$ cat config.mk
export PLATFORM = sky130hd
export DESIGN_NAME = divide_iter_module
export DESIGN_NICKNAME = d
export VERILOG_FILES = /design/src/rtl/divide_iter_module.sv
export SDC_FILE = /design/constraint.sdc
export NUM_CORES = 1
export LEC_CHECK = 0
export ABC_AREA = 1
export CORE_MARGIN = 1
export CORE_UTILIZATION = 40
export DETAILED_ROUTE_END_ITERATION = 12
export REMOVE_ABC_BUFFERS = 1
export SLEW_MARGIN = 10
export SYNTH_ARGS = -nofsm -noshare
export SYNTH_HDL_FRONTEND = slang
export SYNTH_SLANG_ARGS = --single-unit
export TNS_END_PERCENT = 5
$ cat constraint.sdc
create_clock -name clock -period 4.2 [get_ports clock]
set_input_delay 0.84 -clock clock [delete_from_list [all_inputs] [get_ports clock]]
set_output_delay 0.84 -clock clock [all_outputs]
set_load 0.1 [all_outputs]
$ cat src/rtl/divide_iter_module.sv
// divide_iter_module: signed fixed-point iterative restoring divider.
// Optional macro DIVIDE_ITER_ROUND_EN selects round-half-away-from-zero.
module divide_iter_module #(
    parameter int Q_BITS    = 10,
    parameter int D_WIDTH   = 32,
    parameter int STEPS     = 1,
    parameter int TAG_WIDTH = 4
) (
    input  logic                 clock,
    input  logic                 reset_n,
    input  logic [D_WIDTH-1:0]   dividend,
    input  logic [D_WIDTH-1:0]   divisor,
    input  logic [TAG_WIDTH-1:0] tag_in,
    input  logic                 valid_in,
    output logic                 ready_in,
    output logic [D_WIDTH-1:0]   quotient,
    output logic [TAG_WIDTH-1:0] tag_out,
    output logic                 div_by_zero,
    output logic                 overflow,
    output logic                 valid_out,
    input  logic                 ready_out
);

    localparam int N    = D_WIDTH + Q_BITS;
    localparam int ITER = (N + STEPS - 1) / STEPS;
    localparam int QW   = ITER * STEPS;
    localparam int NUMW = N + 1;
    localparam int CW   = $clog2(ITER + 1);

    localparam logic [D_WIDTH-1:0] POS_MAX = {1'b0, {(D_WIDTH-1){1'b1}}};
    localparam logic [D_WIDTH-1:0] NEG_MIN = {1'b1, {(D_WIDTH-1){1'b0}}};
    localparam logic [N-1:0] POS_LIM = N'(POS_MAX);
    localparam logic [N-1:0] NEG_LIM = N'(NEG_MIN);

    typedef enum logic [1:0] {
        IDLE,
        CALC,
        DONE
    } state_t;

    state_t                 state_q, state_d;
    logic [CW-1:0]          cnt_q, cnt_d;
    logic [D_WIDTH:0]       rem_q, rem_d;
    logic [QW-1:0]          num_q, num_d;
    logic [D_WIDTH:0]       dmag_q, dmag_d;
    logic                   neg_q, neg_d;
    logic [TAG_WIDTH-1:0]   tag_q, tag_d;
    logic [D_WIDTH-1:0]     quot_q, quot_d;
    logic [TAG_WIDTH-1:0]   tago_q, tago_d;
    logic                   dbz_q, dbz_d;
    logic                   ovf_q, ovf_d;
    logic                   vld_q, vld_d;

    logic                   sa, sb;
    logic [D_WIDTH:0]       a_ext, b_ext, amag, bmag;
    logic [NUMW-1:0]        num_init;
    logic [D_WIDTH:0]       rem_w;
    logic [QW-1:0]          num_w;
    logic [N-1:0]           mag;
    logic [D_WIDTH-1:0]     fix_q;
    logic                   fix_ovf;

    // Operand magnitudes and the starting numerator.
    always_comb begin
        sa       = dividend[D_WIDTH-1];
        sb       = divisor[D_WIDTH-1];
        a_ext    = {sa, dividend};
        b_ext    = {sb, divisor};
        amag     = sa ? (~a_ext + 1'b1) : a_ext;
        bmag     = sb ? (~b_ext + 1'b1) : b_ext;
`ifdef DIVIDE_ITER_ROUND_EN
        num_init = (NUMW'(amag) << Q_BITS) + NUMW'(bmag >> 1);
`else
        num_init = NUMW'(amag) << Q_BITS;
`endif
    end

    // STEPS restoring-division steps, MSB first, plus sign/saturation fixup.
    always_comb begin
        rem_w = rem_q;
        num_w = num_q;
        for (int i = 0; i < STEPS; i++) begin
            rem_w = {rem_w[D_WIDTH-1:0], num_w[QW-1]};
            num_w = {num_w[QW-2:0], 1'b0};
            if (rem_w >= dmag_q) begin
                rem_w    = rem_w - dmag_q;
                num_w[0] = 1'b1;
            end
        end
        mag     = num_w[N-1:0];
        fix_q   = '0;
        fix_ovf = 1'b0;
        if (neg_q) begin
            if (mag > NEG_LIM) begin
                fix_q   = NEG_MIN;
                fix_ovf = 1'b1;
            end else begin
                fix_q = D_WIDTH'(~mag + 1'b1);
            end
        end else begin
            if (mag > POS_LIM) begin
                fix_q   = POS_MAX;
                fix_ovf = 1'b1;
            end else begin
                fix_q = mag[D_WIDTH-1:0];
            end
        end
    end

    // Control FSM and datapath next-state.
    always_comb begin
        state_d = state_q;
        cnt_d   = cnt_q;
        rem_d   = rem_q;
        num_d   = num_q;
        dmag_d  = dmag_q;
        neg_d   = neg_q;
        tag_d   = tag_q;
        quot_d  = quot_q;
        tago_d  = tago_q;
        dbz_d   = dbz_q;
        ovf_d   = ovf_q;
        vld_d   = vld_q;
        unique case (state_q)
            IDLE: begin
                if (valid_in) begin
                    dmag_d = bmag;
                    neg_d  = sa ^ sb;
                    tag_d  = tag_in;
                    num_d  = QW'(num_init);
                    rem_d  = '0;
                    cnt_d  = '0;
                    if (divisor == '0) begin
                        state_d = DONE;
                        quot_d  = sa ? NEG_MIN : POS_MAX;
                        tago_d  = tag_in;
                        dbz_d   = 1'b1;
                        ovf_d   = 1'b0;
                        vld_d   = 1'b1;
                    end else begin
                        state_d = CALC;
                    end
                end
            end
            CALC: begin
                rem_d = rem_w;
                num_d = num_w;
                cnt_d = cnt_q + 1'b1;
                if (cnt_q == CW'(ITER - 1)) begin
                    state_d = DONE;
                    quot_d  = fix_q;
                    tago_d  = tag_q;
                    dbz_d   = 1'b0;
                    ovf_d   = fix_ovf;
                    vld_d   = 1'b1;
                end
            end
            DONE: begin
                if (ready_out) begin
                    state_d = IDLE;
                    quot_d  = '0;
                    tago_d  = '0;
                    dbz_d   = 1'b0;
                    ovf_d   = 1'b0;
                    vld_d   = 1'b0;
                end
            end
            default: state_d = IDLE;
        endcase
    end

    // State and datapath registers.
    always_ff @(posedge clock or negedge reset_n) begin
        if (!reset_n) begin
            state_q <= IDLE;
            cnt_q   <= '0;
            rem_q   <= '0;
            num_q   <= '0;
            dmag_q  <= '0;
            neg_q   <= 1'b0;
            tag_q   <= '0;
            quot_q  <= '0;
            tago_q  <= '0;
            dbz_q   <= 1'b0;
            ovf_q   <= 1'b0;
            vld_q   <= 1'b0;
        end else begin
            state_q <= state_d;
            cnt_q   <= cnt_d;
            rem_q   <= rem_d;
            num_q   <= num_d;
            dmag_q  <= dmag_d;
            neg_q   <= neg_d;
            tag_q   <= tag_d;
            quot_q  <= quot_d;
            tago_q  <= tago_d;
            dbz_q   <= dbz_d;
            ovf_q   <= ovf_d;
            vld_q   <= vld_d;
        end
    end

    assign ready_in    = (state_q == IDLE);
    assign quotient    = quot_q;
    assign tag_out     = tago_q;
    assign div_by_zero = dbz_q;
    assign overflow    = ovf_q;
    assign valid_out   = vld_q;

endmodule

==> results.yml <==
routing:
  drt_pre_antenna_iters: 7
  wl_um: 32900
  drtIter0Drc: 789
  ant_nets: 0
  drc_errors: 0
  wl_per_cell_um: 15.9
  vias: 10800
  avgViaCountPerCell: 5.22
clock_tree:
  clk_pin_slew_ns: 0.07
  insertion_delay_ns: 0.43
  clock_path_buffers: 2
  tritoncts: "yes"
  clock_tree.root_cell: "clkbuf_16"
  cts_buffers: 17
  htreeDepth: 4
  cts.sinks: 159
  post_cts_resized: 0
  holdBufCountCts: 0
  cts_setup_buffers: 0
synth:
  synth_cell_types: 58
  syn_area_per_cell_um2: 7.24
  synth_seq_cells: 159
  synthFlopType: "dfrtp_1"
  synth_warnings: 0
  synth_area_um2: 11500
  async_flop_share_pct: 100
  ys_seq_area_share_pct: 34.7
  synth_edf_count: 0
  syn_inst: 1584
die:
  initial_core_util_pct: 40.9
  dieHeight_um: 171
  die_x_um: 171
  die_area_um2: 29400
  core_area_um2: 28000
  rows: 61
  io_pins: 112
sta:
  fin_crit_ns: 3.82
  clock_skew_ns: 0.0105
  finalHoldViolCount: 0
  max_freq_mhz: 261
  setup_violations: 0
  post-route-period-util_pct: 91.1
  tightestPinTransition_ns: 0.993
  slew_violations: 0
  grt_setup_unrepaired: "false"
  slew_headroom_pct: 33.6
global_route:
  grt_max_degree: 87
  grt_remaining_overflow: 0
  grt_pass1_vias: 10500
  grt_pass1_wl_um: 54000
  grt_usage_pct: 23.3
  antenna_found_initial: 0
min_path:
  hold_class: "in -> async"
flow_run:
  cap_violations: 0
status:
  status: "finished, final reports clean"
worst_setup_path:
  required_ns: 4.57
  cp_data_arrival_time_ns: 4.19
  cp-start-kind: "flop"
  end_kind: "flop"
  critical_path_class: "reg -> reg"
  cp_max_fo: 11
final_layout:
  nNetsFinal: 1791
  final_common_cell: "nand2_1"
  final_layout_size_suffix_gt1_share_pct: 7.29
  areaGrowthSynthToFinish_pct: 17.8
  mostFrequentLayoutCells: "nand2_1, inv_1, o21ai_0"
  n_antenna_cell: 0
  nFillCells: 2904
  final_area_um2: 13500
placed_design:
  gp_congestion: 1.01
  dpl-instance-area_um2: 13000
  port_buffers: 111
  hpwlAfterDp_um: 24700
-- per-layer routing --
metal	track usage (%)	vias to the layer above	wire length, um
met5	0	-	0
li1	-	5458	-
met2	39.5	302	15500
met3	2.16	41	1420
met1	31.4	4988	15400
met4	7.07	0	591
-- cells by family (layout without fill, tap and decap cells) --
family                     Yosys count  count (layout)  synth area share [%]
AOI/OAI and AO/OA                  397             397                  21.1
xor gates and xnor gates            72              72                  5.50
DFF                                159             159                  34.7
buffers and inverters              255             359                  9.10
and+or+nand+nor                    658             658                  24.9
adders and majority gates           43              43                  4.76
-- worst paths after layout --
kind / startpoint / to / slack (ns) / depth (start not counted)
hold reg to reg: dmag_q[16]$_DFFE_PN0P_ / dmag_q[16]$_DFFE_PN0P_ / 0.48 / 2
hold / removal: reset_n / quotient[5]$_DFFE_PN0P_ / 0.47 / 1
setup reg to reg: rem_q[27]$_DFFE_PN0P_ / quotient[3]$_DFFE_PN0P_ / 0.38 / 21
min in group clock: dmag_q[16]$_DFFE_PN0P_ / dmag_q[16]$_DFFE_PN0P_ / 0.48 / 2
setup / recovery: rem_q[27]$_DFFE_PN0P_ / quotient[3]$_DFFE_PN0P_ / 0.38 / 21
max in group asynchronous: reset_n / cnt_q[0]$_DFFE_PN0P_ / 2.86 / 2
-- cell usage after synthesis, drive strengths merged, types with 28 or more instances --
library cell / number / share of area [%]
nand2: 358 / 12
inv: 195 / 6.4
o21ai: 178 / 7.8
dfrtp: 159 / 35
nor2: 140 / 4.8
a21oi: 98 / 4.3
nand3: 70 / 3.1
xor2: 44 / 3.4
ha: 42 / 4.6
clkbuf: 40 / 1.3
o211ai: 31 / 2.0
nor3: 29 / 1.5
xnor2: 28 / 2.1
-- registers in the layout, summed over array words and instances (netlist names) --
register and flops:
valid_out 1, overflow 1, tag_q 4, quotient 32, div_by_zero 1, tag_out 4
state_q 2, cnt_q 6, neg_q 1, rem_q 32, num_q 42, dmag_q 33
-- area by class of cell --
cell class | count | area [um2] | share of cell area [%]
Sequential cell | 159 | 3980 | 29.5
Clock inverter | 11 | 109 | 0.806
Inverter | 197 | 741 | 5.48
Tap cell | 378 | 473 | 3.50
Multi-Input combinational cell | 1170 | 6460 | 47.8
Timing Repair Buffer | 131 | 1300 | 9.62
Clock buffer | 20 | 447 | 3.31
-- worst max-delay path: stages, from the launching register on --
cell and delay, ns:
dfrtp_1 0.40, ha_1 0.36, a21oi_1 0.23, nand2_1 0.12, a21oi_1 0.23, nand4_1 0.14
nor2_1 0.21, ha_1 0.21, inv_1 0.06, nor3_2 0.17, inv_1 0.08, nor2_1 0.23
nand2_1 0.12, inv_1 0.09, nand3_1 0.11, nand2_2 0.11, nor2_1 0.07, inv_2 0.06
nand2_2 0.14, a21oi_1 0.26, o21ai_0 0.19, a2bb2oi_2 0.14
-- metrics by stage --
stage	std cells	hold WS [ns]	util, %	setup slack (ns)	setup TNS, ns
final	2066	0.472	48.2	0.375	0
after global routing	2066	0.501	48.2	0.0525	0
after CTS	2066	0.484	48.2	0.453	0
after detailed placement	2035	0.467	46.2	0.459	0
after global placement	2035	0.459	46.2	0.490	0
after floorplan	1526	0.449	-	-2.32	-114.10
Power is not shown: default switching activity piles up to over one toggle a cycle in this logic, so the estimate is an artifact.
